## src/rtl/apb_qspi_host_bridge.sv

```systemverilog
// apb_qspi_host_bridge: APB completer that forwards each 32-bit access as one
// quad-SPI frame to a remote device-side management bridge (mode 0, nibble-wide).
// Optional: QSPI_HOST_POSTED_WRITE_EN completes valid writes immediately and
// runs their frame in the background; later accesses wait for IDLE.
module apb_qspi_host_bridge #(
  parameter int unsigned CLK_DIV      = 4,
  parameter int unsigned DUMMY_CYCLES = 8,
  parameter int unsigned ADDR_WIDTH   = 24
) (
  input  logic                  clk,
  input  logic                  rst_n,
  input  logic                  psel,
  input  logic                  penable,
  input  logic                  pwrite,
  input  logic [ADDR_WIDTH-1:0] paddr,
  input  logic [31:0]           pwdata,
  input  logic [3:0]            pstrb,
  output logic [31:0]           prdata,
  output logic                  pready,
  output logic                  pslverr,
  output logic                  qspi_sck,
  output logic                  qspi_cs_n,
  output logic [3:0]            qspi_dq_out,
  output logic [3:0]            qspi_dq_oe,
  input  logic [3:0]            qspi_dq_in,
  output logic                  busy
);

  localparam int unsigned CW = $clog2(CLK_DIV);
  localparam logic [CW-1:0] CNT_LAST = CW'(CLK_DIV - 1);
  localparam logic [5:0] LAST_W   = 6'd15;
  localparam logic [5:0] LAST_R   = 6'(15 + DUMMY_CYCLES);
  localparam logic [5:0] RD_START = 6'(8 + DUMMY_CYCLES);

  typedef enum logic [3:0] {
    S_IDLE, S_CS_SETUP, S_OPCODE, S_ADDR, S_WDATA,
    S_TURN, S_RDATA, S_CS_HOLD, S_CS_IDLE, S_DONE
  } state_e;

  state_e          state_q;
  logic [CW-1:0]   cnt_q;
  logic            half_q;
  logic [5:0]      nib_q;
  logic [63:0]     tx_q;
  logic [31:0]     rx_q;
  logic            write_q;
  logic            posted_q;
  logic [31:0]     prdata_q;
  logic            pready_q, pslverr_q, sck_q, cs_n_q;
  logic [3:0]      dq_out_q, dq_oe_q;

  logic [23:0]     addr24_d;
  logic            err_d;
  logic [63:0]     frame_d;
  logic [5:0]      nib_d;
  logic [5:0]      last_nib_d;

  // Frame image and access validation for the cycle an access is accepted
  always_comb begin
    addr24_d   = 24'(paddr);
    err_d      = (paddr[1:0] != 2'b00) || (pwrite && (pstrb != 4'hF));
    frame_d    = {(pwrite ? 8'h02 : 8'h03), addr24_d,
                  (pwrite ? {pwdata[7:0], pwdata[15:8], pwdata[23:16], pwdata[31:24]} : 32'h0)};
    nib_d      = nib_q + 6'd1;
    last_nib_d = write_q ? LAST_W : LAST_R;
  end

  // Frame sequencer: every output is a register updated here
  always_ff @(posedge clk or negedge rst_n) begin
    if (!rst_n) begin
      state_q   <= S_IDLE;
      cnt_q     <= '0;
      half_q    <= 1'b0;
      nib_q     <= '0;
      tx_q      <= '0;
      rx_q      <= '0;
      write_q   <= 1'b0;
      posted_q  <= 1'b0;
      prdata_q  <= '0;
      pready_q  <= 1'b0;
      pslverr_q <= 1'b0;
      sck_q     <= 1'b0;
      cs_n_q    <= 1'b1;
      dq_out_q  <= '0;
      dq_oe_q   <= '0;
    end else begin
      pready_q  <= 1'b0;
      pslverr_q <= 1'b0;
      case (state_q)
        S_IDLE: begin
          if (psel && penable) begin
            write_q  <= pwrite;
            tx_q     <= frame_d;
            prdata_q <= '0;
            cnt_q    <= '0;
            half_q   <= 1'b0;
            nib_q    <= '0;
            if (err_d) begin
              pready_q  <= 1'b1;
              pslverr_q <= 1'b1;
              state_q   <= S_DONE;
            end else begin
              cs_n_q  <= 1'b0;
              state_q <= S_CS_SETUP;
`ifdef QSPI_HOST_POSTED_WRITE_EN
              posted_q <= pwrite;
              pready_q <= pwrite;
`endif
            end
          end
        end
        S_CS_SETUP: begin
          if (cnt_q == CNT_LAST) begin
            cnt_q    <= '0;
            dq_out_q <= tx_q[63:60];
            dq_oe_q  <= 4'hF;
            state_q  <= S_OPCODE;
          end else begin
            cnt_q <= cnt_q + 1'b1;
          end
        end
        S_OPCODE, S_ADDR, S_WDATA, S_TURN, S_RDATA: begin
          if (cnt_q != CNT_LAST) begin
            cnt_q <= cnt_q + 1'b1;
          end else begin
            cnt_q <= '0;
            if (!half_q) begin
              // rising edge: link data is stable since the previous falling edge
              half_q <= 1'b1;
              sck_q  <= 1'b1;
              if (state_q == S_RDATA) rx_q <= {rx_q[27:0], qspi_dq_in};
            end else begin
              // falling edge: advance to the next nibble
              half_q   <= 1'b0;
              sck_q    <= 1'b0;
              nib_q    <= nib_d;
              tx_q     <= {tx_q[59:0], 4'h0};
              dq_out_q <= tx_q[59:56];
              if (nib_q == last_nib_d) begin
                dq_out_q <= '0;
                dq_oe_q  <= '0;
                state_q  <= S_CS_HOLD;
                if (!write_q)
                  prdata_q <= {rx_q[7:0], rx_q[15:8], rx_q[23:16], rx_q[31:24]};
              end else if (nib_d == 6'd2) begin
                state_q <= S_ADDR;
              end else if (nib_d == 6'd8) begin
                if (write_q) begin
                  state_q <= S_WDATA;
                end else begin
                  dq_out_q <= '0;
                  dq_oe_q  <= '0;
                  state_q  <= S_TURN;
                end
              end else if (!write_q && nib_d == RD_START) begin
                state_q <= S_RDATA;
              end
            end
          end
        end
        S_CS_HOLD: begin
          if (cnt_q == CNT_LAST) begin
            cnt_q   <= '0;
            half_q  <= 1'b0;
            cs_n_q  <= 1'b1;
            state_q <= S_CS_IDLE;
          end else begin
            cnt_q <= cnt_q + 1'b1;
          end
        end
        S_CS_IDLE: begin
          // two passes of the phase counter give the 2*CLK_DIV deselect time
          if (cnt_q == CNT_LAST) begin
            cnt_q <= '0;
            if (half_q) begin
              half_q   <= 1'b0;
              pready_q <= !posted_q;
              state_q  <= S_DONE;
            end else begin
              half_q <= 1'b1;
            end
          end else begin
            cnt_q <= cnt_q + 1'b1;
          end
        end
        S_DONE: begin
          posted_q <= 1'b0;
          state_q  <= S_IDLE;
        end
        default: state_q <= S_IDLE;
      endcase
    end
  end

  assign prdata      = prdata_q;
  assign pready      = pready_q;
  assign pslverr     = pslverr_q;
  assign qspi_sck    = sck_q;
  assign qspi_cs_n   = cs_n_q;
  assign qspi_dq_out = dq_out_q;
  assign qspi_dq_oe  = dq_oe_q;
  assign busy        = (state_q != S_IDLE);

endmodule
```

## config.mk

```make
export PLATFORM = sky130hd
export DESIGN_NAME = apb_qspi_host_bridge
export DESIGN_NICKNAME = d
export VERILOG_FILES = /design/src/rtl/apb_qspi_host_bridge.sv
export SDC_FILE = /design/constraint.sdc
export NUM_CORES = 1
export LEC_CHECK = 0
export ABC_AREA = 1
export CAP_MARGIN = 0
export CORE_MARGIN = 2
export CORE_UTILIZATION = 57
export CTS_CLUSTER_DIAMETER = 150
export DETAILED_ROUTE_END_ITERATION = 8
export DONT_BUFFER_PORTS = 1
export PLACE_DENSITY = 0.79
export SYNTH_ARGS = -nofsm -noshare
export SYNTH_HDL_FRONTEND = slang
export SYNTH_SLANG_ARGS = --single-unit
```

## constraint.sdc

```tcl
create_clock -name clk -period 2.42 [get_ports clk]
set_input_delay 0.242 -clock clk [delete_from_list [all_inputs] [get_ports clk]]
set_output_delay 0.242 -clock clk [all_outputs]
set_load 0.005 [all_outputs]
```

==> impl_metrics.toml, run 1 <==
[placement]
place_congestion = 0.8776
port_buffers = 0
placed_cell_area_um2 = 6868
place_hpwl_um = 9559

[grt]
grtUsageTotal_pct = 25.57
grt_max_degree = 152
antenna_found_initial = 0
grt_pass1_vias = 5501
grt_overflow_total = 0
grt_first_pass_wirelength_um = 26190

[detailed_routing]
wl_per_cell_um = 16.04
viasPerCell = 5.730
routed_wl_um = 15570
drt_iter0_markers = 514
drtAntennaViolNets = 0
first_pass_iters = 5
drc_errors = 0
vias = 5564

[critical_path]
cpMaxStageDelayCell = "dlygate4sd3_1"
worstPathCellList = "nand2_1 > nand3_1 > nand2_4 > inv_2 > buf_6 > nand3_1 > dlygate4sd3_1 > a31oi_1"
crit_path_start = "state_q[0]$_DFFE_PN0P_"
r2r_setup_slack_ns = 0.24
arrival_ns = 2.52
critPathMaxFanout = 46
crit_top_cell = "nand3_1"
worstSetupEndpointType = "flip-flop"
path_class = "flip-flop to flip-flop"
critPathRequiredTime_ns = 2.76
crit_path_start_kind = "flip-flop"
rr_startpoint = "state_q[0]$_DFFE_PN0P_"
worst-r2r-cell-count = 8
max_stage_delay_ns = 0.58

[floorplan]
start_util_pct = 57.84
die_area_um2 = 12930
num_io_pins = 114
dieWidth_um = 113.7
rows = 40
core_um2 = 11860
die_h_um = 113.7

[timing]
rsz0062_at_grt = "false"
slew-limit-headroom_pct = 63.20
hold_violations = 151
tightest_slew_ns = 0.5520
holdWs_ns = -0.4807
setup_viol = 0
setup-tns-final_ns = 0
fin_skew_ns = 0.007290
slew_viol_final = 0
fmaxAchievable_mhz = 458.9
min_period_ns = 2.179
finalCritPeriodShare_pct = 90.04

[clock_tree]
cts_buffer_depth = 2
hold_buffers = 39
cts_inserted_buffers = 17
cts_tree = "yes"
clk_latency_ns = 0.42
clockRootBuffer = "clkbuf_16"
cts_setup_buffers = 0
h-tree-depth = 4
cts.clk_slew.worst_paths_ns = 0.06
cts_sinks = 151

[cells_and_area]
areaGrowthSynthToFinish_pct = 15.05
fin_nets = 887
final.fill_count = 912
fin_util_pct = 66.54
antennaDiodeCount = 0
final_cell_area_um2 = 7893
drive_gt1_share_pct = 6.311

[synthesis]
synth_cell_types = 36
ys_seq_elements = 151
ys.flop_type = "dfrtp_1"
postSynthCellCount = 800
yosys_warnings = 0
yosys-top-cells-area = "dfrtp_1, nand2_1, nand3_1"
async_reset_ff_share_pct = 100.0
synth_edf_count = 0
syn_avg_cell_area_um2 = 8.575
netlist_area_um2 = 6860
yosys.area.top_type = "dfrtp_1"
seq_area_frac_synth_pct = 55.10
synthesis.nets = 873
yosys.area.top_type_share_pct = 54.71

[pwr]
power-per-cell-area_nw_per_um2 = 1333
vdd_drop_max_mv = 0.8900
power.leakage_uw = 0.003785

[min_path]
hold_class = "primary input to asynchronous set/reset pin"

[job]
maxCapViolCount = 0

[run_status]
status = "finished with violations"
violations = "negative hold slack"
[critical path, delay by kind of cell, from the launching register on]
family / cells / cell delay, ns
AO/OA/AOI/OAI: 1 / 0.16
AND/OR/NAND/NOR: 4 / 0.41
buffers and inverters: 3 / 1.08
flip-flops: 1 / 0.44
[where the power goes]
part           leakage (uW)  internal [uW]  total, uW  switching (uW)
Clock              0.000310           1860       2850             989
Combinational       0.00152           1170       3770            2610
Sequential          0.00196           3410       3900             487
[flip-flops by register name, indices dropped and copies added (netlist names), 2 cells and up]
name	cells
tx_q	64
prdata	32
rx_q	32
nib_q	6
qspi_dq_out	4
state_q	4
cnt_q	2
[path summary, 6_finish.rpt]
check,to
setup / recovery,tx_q[29]$_DFFE_PN0P_
hold / removal,tx_q[46]$_DFFE_PN0P_
setup reg to reg,tx_q[29]$_DFFE_PN0P_
hold reg to reg,tx_q[0]$_DFFE_PN0P_
max in group asynchronous,qspi_cs_n$_DFFE_PN1P_
min in group clk,tx_q[36]$_DFFE_PN0P_
[logic make-up (layout without fill, tap and decap cells)]
group / after synthesis / count (layout) / synth area share, %
and+or+nand+nor: 303 / 303 / 18.79
AOI/OAI and AO/OA: 199 / 199 / 16.51
DFF: 151 / 151 / 55.10
buffers and inverters: 142 / 166 / 8.754
adders and majority gates: 4 / 4 / 0.7296
xor gates and xnor gates: 1 / 1 / 0.1277
[timing repair]
item	in CTS	in global routing
setup endpoints to repair	0	3
gates resized for setup	0	1
endpoints found under the hold margin	183	151
[cells in the final DEF, fill, tap and decap left out, types with 2 or more instances in the layout]
cell / synthesis / routed
nand2_1: 160 / 160
dfrtp_1: 150 / 150
inv_1: 86 / 86
nand3_1: 83 / 82
o21ai_0: 62 / 62
o21ai_1: 54 / 54
nor2_1: 45 / 45
dlygate4sd3_1: 0 / 39
a21oi_1: 24 / 24
o211ai_1: 24 / 24
clkbuf_16: 0 / 17
a31oi_1: 15 / 15
o22ai_1: 7 / 7
buf_4: 6 / 7
a22oi_1: 5 / 5
bufinv_16: 0 / 5
nand4_1: 4 / 4
ha_1: 4 / 4
clkinv_2: 0 / 4
nand2_2: 4 / 3
inv_2: 3 / 3
o32ai_1: 2 / 2
nand3_2: 1 / 2
nand3b_1: 2 / 2
a22o_1: 2 / 2
clkbuf_8: 0 / 2
[layer usage]
layer | vias up | GRT usage, % | part of all wire [%]
met5 | - | 0 | 0
met4 | 0 | 10.57 | 2.5
met3 | 40 | 6.217 | 6.0
met2 | 181 | 41.04 | 49
met1 | 2664 | 33.72 | 42
li1 | 2679 | - | -
[synthesized netlist by cell type, types with 2 or more instances]
master,number
inv_1,86
a22oi_1,5
nand3_1,83
o211ai_1,24
inv_2,3
a22o_1,2
dfrtp_1,150
o21ai_1,54
nor2_1,45
a31oi_1,15
nand2_1,160
nand4_1,4
clkbuf_1,28
nand3b_1,2
a21oi_1,24
nand2_2,4
buf_4,6
ha_1,4
o32ai_1,2
buf_2,11
o21ai_0,62
buf_1,3
buf_6,4
o22ai_1,7
[metrics by stage]
step | worst slack [ns] | hold slack, ns | power, uW | instances
floorplan | 0.7154 | -0.05359 | 6907 | 800
finish | 0.2410 | -0.4807 | 10520 | 971
detailed placement | 0.3562 | -0.04968 | 7567 | 903
CTS | 0.1589 | -0.5037 | 10500 | 971
global placement | 0.4958 | -0.04924 | 7393 | 903
global route | 0.08624 | -0.4986 | 11290 | 971
[cell type report]
type / count / area [um^2] / area share, %
Multi-Input combinational cell: 507 / 2490 / 31.55
Clock buffer: 19 / 452.9 / 5.739
Sequential cell: 151 / 3780 / 47.89
Inverter: 89 / 334.1 / 4.233
Clock inverter: 10 / 177.7 / 2.251
Tap cell: 147 / 183.9 / 2.330
Timing Repair Buffer: 48 / 474.2 / 6.008
Power figures use the tool's default switching activity.
==> run 2: changes to the inputs <==
Settings changed: CORE_ASPECT_RATIO from default to 1.25.
==> run 2 against run 1 <==
Compared with the run above:
- largest cell class unchanged
- critical path depth increased by 1
- non-clock buffer count fell by 17
- worst setup slack better by 0.15 ns
- routed wire length is 0.47% higher
- design area fell by 2.9%
- clock skew is 0.0024 ns lower
- the flow still finishes with violations (negative hold slack)
- utilization down 0.86 points
- critical endpoint is now tx_q[43]$_DFFE_PN0P_
- register-to-register slack improved by 0.15 ns
- die area barely moved
- largest power group unchanged
- global-route usage increased by 0.48 points
==> impl_metrics.toml, run 2 (same netlist as run 1, synthesis figures left out) <==
[run_status]
status = "finished with violations"
violations = "negative hold slack"

[floorplan]
dieWidth_um = 102.1
start_util_pct = 58.78
die_area_um2 = 12930
die_h_um = 126.7
num_io_pins = 114
core_um2 = 11670
rows = 44

[detailed_routing]
first_pass_iters = 5
vias = 5530
viasPerCell = 5.695
drc_errors = 0
wl_per_cell_um = 16.11
routed_wl_um = 15650
drtAntennaViolNets = 0
drt_iter0_markers = 307

[critical_path]
crit_top_cell = "nand2_2"
critPathTopFamily = "simple AND/OR/NAND/NOR gates"
crit_path_start_kind = "flip-flop"
critPathBufInv = 2
cp.depth = 9
critPathRequiredTime_ns = 2.75
rr_endpoint = "tx_q[43]$_DFFE_PN0P_"
arrival_ns = 2.36
critPathMaxFanout = 114
rr_startpoint = "state_q[0]$_DFFE_PN0P_"
r2r_setup_slack_ns = 0.39
worst-r2r-cell-count = 9
worstPathCellList = "nor2_1 > nand2_2 > inv_2 > nand2_1 > nand2_2 > a21oi_4 > buf_12 > o211ai_1 > o21ai_0"
cpMaxStageDelayCell = "dfrtp_1"
worstSetupEndpointType = "flip-flop"
crit_end = "tx_q[43]$_DFFE_PN0P_"
crit_path_start = "state_q[0]$_DFFE_PN0P_"
max_stage_delay_ns = 0.45
path_class = "flip-flop to flip-flop"

[grt]
grtUsageTotal_pct = 26.05
grt_overflow_total = 0
grt_first_pass_wirelength_um = 26430
grt_pass1_vias = 5570
antenna_found_initial = 0
grt_max_degree = 152

[pwr]
vdd_drop_max_mv = 0.8438
finalPower_uw = 10150
power.leakage_uw = 0.003673
power-per-cell-area_nw_per_um2 = 1324

[timing]
rsz0062_at_grt = "false"
slew_viol_final = 0
holdWs_ns = -0.4828
tightest_slew_ns = 0.5888
hold_violations = 151
setup-tns-final_ns = 0
fin_skew_ns = 0.004933
fmaxAchievable_mhz = 492.0
slew-limit-headroom_pct = 60.62
setup_viol = 0
finalCritPeriodShare_pct = 83.99
min_period_ns = 2.033

[clock_tree]
cts_buffer_depth = 2
cts.clk_slew.worst_paths_ns = 0.06
cts_inserted_buffers = 17
cts_setup_buffers = 0
cts_tree = "yes"
hold_buffers = 21
h-tree-depth = 4
cts_resized = 0
clk_latency_ns = 0.42
clockRootBuffer = "clkbuf_16"
cts_sinks = 151

[placement]
place_congestion = 0.8771
place_hpwl_um = 10140
port_buffers = 0

[job]
maxCapViolCount = 0

[cells_and_area]
fin_util_pct = 65.68
regMostFlops = "tx_q"
layout_commonest_cell = "nand2_1"
antennaDiodeCount = 0
final.fill_count = 1004
fin_nets = 870
final_cell_mix = "nand2_1, dfrtp_1, inv_1, nand3_1, o21ai_0"
drive_gt1_share_pct = 6.667
areaGrowthSynthToFinish_pct = 11.75
largest_reg_flops = 64

[min_path]
hold_class = "primary input to asynchronous set/reset pin"
run 2: where the power goes:
group | switching (uW) | total [uW] | leakage [uW] | internal, uW
Combinational | 2620 | 3800 | 0.00146 | 1180
Sequential | 485 | 3900 | 0.00196 | 3410
Clock | 1020 | 2450 | 0.000254 | 1430
Total | 4130 | 10100 | 0.00367 | 6020
run 2: layer usage:
metal,vias up,GRT usage [%],share of wire [%]
li1,2644,-,-
met1,2711,33.08,41
met2,144,42.11,50
met3,31,6.942,6.2
met4,0,10.98,2.5
met5,-,0,0
run 2: worst min path at each step:
| stage | startpoint | endpoint | slack [ns] | depth (start not counted) |
|---|---|---|---|---|
| floorplan | rst_n | cnt_q[0]$_DFFE_PN0P_ | -0.05 | 0 |
| global placement | rst_n | tx_q[39]$_DFFE_PN0P_ | -0.05 | 0 |
| detailed placement | rst_n | tx_q[47]$_DFFE_PN0P_ | -0.05 | 0 |
| CTS | rst_n | tx_q[47]$_DFFE_PN0P_ | -0.50 | 0 |
| global route | rst_n | tx_q[46]$_DFFE_PN0P_ | -0.51 | 0 |
| finish | rst_n | tx_q[47]$_DFFE_PN0P_ | -0.48 | 0 |
run 2: final cells by class:
type	count	area (um^2)	share of cell area (%)
Inverter	89	334.1	4.358
Tap cell	161	201.4	2.628
Clock inverter	12	103.9	1.355
Multi-Input combinational cell	507	2490	32.48
Clock buffer	20	446.7	5.827
Sequential cell	151	3780	49.31
Timing Repair Buffer	31	310.3	4.048
run 2: per-stage QoR:
step | std cells | cell area [um^2] | worst slack (ns) | hold WS, ns
3_5_place_dp | 918 | 6905 | 0.4666 | -0.05042
3_3_place_gp | 918 | 6905 | 0.5304 | -0.04860
5_1_grt | 971 | 7666 | 0.2255 | -0.5069
4_1_cts | 971 | 7666 | 0.3943 | -0.4963
2_1_floorplan | 800 | 6860 | 0.7154 | -0.05359
6_report | 971 | 7666 | 0.3875 | -0.4828
==> run 3: changes to the inputs <==
Settings changed: ABC_AREA 1 to 0, PLACE_DENSITY 0.79 to 0.82.
Clock period 2.42 ns to 1.7 ns, I/O delays scaled along.
==> run 3 against run 2 <==
Compared with the run above:
- the run ends with negative hold slack, negative setup slack left
- largest power group is now combinational logic
- sequential share of layout area down 16 points
- sequential cell count unchanged
- highest routed layer is now met5
- clock skew up 0.0066 ns
- worst hold slack worse by 0.093 ns
- sequential power up 56%
- maximum frequency down 12%
- worst setup slack worse by 0.99 ns
- utilization up 29 points
- via count up 33%
- non-clock buffer count up 143
==> impl_metrics.toml, run 3 <==
[critical_path]
rr_endpoint = "prdata[17]$_DFFE_PN0P_"
critPathRequiredTime_ns = 2.04
crit_end = "prdata[17]$_DFFE_PN0P_"
critPathTopFamily = "compound AO/OA/AOI/OAI gates"
arrival_ns = 2.64
crit_path_start_kind = "flip-flop"
worst-r2r-cell-count = 9
path_class = "flip-flop to flip-flop"
critPathBufInv = 4
cpMaxStageDelayCell = "dfrtp_1"
worstPathCellList = "buf_4 > buf_4 > nand3b_1 > a211o_4 > o21ai_4 > nand2b_4 > buf_12 > buf_16 > o21ai_4"
critPathMaxFanout = 5
worstSetupEndpointType = "flip-flop"
crit_path_start = "nib_q[3]$_DFFE_PN0P_"
rr_startpoint = "nib_q[3]$_DFFE_PN0P_"
r2r_setup_slack_ns = -0.60
max_stage_delay_ns = 0.42
cp.depth = 9

[placement]
dpl.cell_count = 862
place_congestion = 0.8713
port_buffers = 0
place_hpwl_um = 9998
pre_cts_ws_ns = -0.3960

[detailed_routing]
first_pass_iters = 6
vias = 7360
drt_iter0_markers = 960
routed_wl_um = 33520
viasPerCell = 7.251
drtAntennaViolNets = 0
wl_per_cell_um = 33.02
drc_errors = 0

[pwr]
power-per-cell-area_nw_per_um2 = 1908
pwr-share-seq_pct = 27.7
power.leakage_uw = 0.005099
pwr-share-comb_pct = 53.7
p_int_uw = 12460
swShare_pct = 43.08
pwr-share-clk_pct = 18.6
power.switching_uw = 9431
vdd_drop_max_mv = 1.179

[synthesis]
yosys-top-cells-area = "dfrtp_1, nand2_1, mux2_2"
ys_seq_elements = 151
synth_cell_types = 53
async_reset_ff_share_pct = 100.0
synthTopCellsByCount = "nand2_1, dfrtp_1, o21ai_0"
yosysMostFrequentCell = "nand2_1"
synth-compound-area-share_pct = 16.10
synth_xor_area_share_pct = 0.4972
netlist_area_um2 = 7047
synth_mux_area_share_pct = 9.197
synth_edf_count = 0
postSynthCellCount = 700
seq_area_frac_synth_pct = 53.64
synth_top_family_by_area = "compound AO/OA/AOI/OAI gates"
synth-simple-area-share_pct = 14.93
synthesis.nets = 773
synth_fa_ha_area_share_pct = 0.7102
syn_avg_cell_area_um2 = 10.07
yosys_warnings = 0
yosys.area.top_type = "dfrtp_1"
yosys.area.top_type_share_pct = 53.27
ys.flop_type = "dfrtp_1"

[grt]
busiest_layer = "met2"
antenna_found_initial = 1
grtUsageTotal_pct = 36.82
grt_max_degree = 152
use_met2_pct = 64.55
grt_pass1_vias = 6896
grt_overflow_total = 0
grt_first_pass_wirelength_um = 36600
use_met3_pct = 7.361
use_met1_pct = 39.36

[timing]
slew_viol_final = 0
finalCritPeriodShare_pct = 135.2
tightest_slew_ns = 0.7687
fmaxAchievable_mhz = 435.0
rsz0062_at_grt = "true"
fin_skew_ns = 0.01153
setup-tns-final_ns = -52.32
setup_viol = 152
setup_ws_ns = -0.5989
holdWs_ns = -0.5762
hold_violations = 151
min_period_ns = 2.299
slew-limit-headroom_pct = 48.44

[run_status]
status = "finished with violations"
violations = "negative hold slack, negative setup slack"

[clock_tree]
cts_inserted_buffers = 17
clk_latency_ns = 0.45
h-tree-depth = 4
cts_sinks = 151
cts.clk_slew.worst_paths_ns = 0.07
cts_buffer_depth = 2
cts_tree = "yes"
clockRootBuffer = "clkbuf_16"
hold_buffers = 33

[min_path]
hold_class = "primary input to asynchronous set/reset pin"

[job]
maxCapViolCount = 0

[floorplan]
num_io_pins = 114
start_util_pct = 58.21
die_h_um = 128.3
core_um2 = 12110
die_area_um2 = 13270
rows = 45
dieWidth_um = 103.5

[cells_and_area]
drive_gt1_share_pct = 56.47
regMostFlops = "tx_q"
fin_cells = 1015
largest_reg_flops = 64
layout_commonest_cell = "dfrtp_1"
areaGrowthSynthToFinish_pct = 62.87
final_cell_mix = "dfrtp_1, o21ai_2, nand2_4, nand2_1, buf_4"
fin_nets = 910
[run 3: power by group through the flow]
stage	Sequential, uW	Combinational (uW)	Clock, uW
2_1_floorplan	5280	3940	0
3_3_place_gp	5390	4860	0
3_5_place_dp	5450	5070	0
4_1_cts	5540	7860	3900
5_1_grt	6080	12000	4200
6_report	6070	11800	4060
[run 3: layout make-up]
cell class                      count  area (um^2)
Antenna cell                        1        2.502
Clock buffer                       17        425.4
Clock inverter                     15        178.9
Fill cell                         253        628.1
Inverter                            7        26.28
Multi-Input combinational cell    486         4476
Sequential cell                   151         3784
Tap cell                          164        205.2
Timing Repair Buffer              174         2380
[run 3: per-layer routing]
metal	routed length [um]	vias to the layer above
met4	3791	2
met2	16020	760
met5	10	-
met1	10080	3514
li1	-	2723
met3	3608	361
[run 3: logic make-up (layout without fill, tap and decap cells)]
kind of cell | Yosys count | in the layout
AND/OR/NAND/NOR | 232 | 233
buffers and inverters | 64 | 213
other | 0 | 1
multiplexers | 60 | 60
flip-flops | 151 | 151
adder cells (fa/ha/maj) | 4 | 4
AO/OA/AOI/OAI | 185 | 185
XOR/XNOR | 4 | 4
[run 3: repair_timing]
item,in CTS,in global routing
setup endpoints to repair,123,151
buffers inserted,30,29
hold endpoints to repair,185,151
gates resized for setup,208,227
gates cloned,28,11
pin swaps,28,59
[run 3: worst reg2reg max path, cell delays in order (launching register included)]
cell,delay [ns]
dfrtp_1,0.42
buf_4,0.17
buf_4,0.12
nand3b_1,0.13
a211o_4,0.41
o21ai_4,0.22
nand2b_4,0.15
buf_12,0.18
buf_16,0.14
o21ai_4,0.25
[run 3: how the worst min path moves through the flow]
stage,from,end,slack [ns],depth (start not counted)
after global placement,rst_n,prdata[7]$_DFFE_PN0P_,-0.12,0
after CTS,rst_n,tx_q[9]$_DFFE_PN0P_,-0.57,0
after floorplan,rst_n,cnt_q[0]$_DFFE_PN0P_,-0.13,0
final,rst_n,half_q$_DFFE_PN0P_,-0.58,0
after global routing,rst_n,tx_q[6]$_DFFE_PN0P_,-0.59,0
after detailed placement,rst_n,prdata[2]$_DFFE_PN0P_,-0.12,0
[run 3: per-stage QoR]
step	power [uW]	cell area, um^2	utilization [%]
final	21890	11480	94.81
after global routing	22310	11470	94.79
after CTS	17300	10190	84.18
after detailed placement	10520	7580	62.61
after global placement	10250	7580	62.61
after floorplan	9217	7313	-
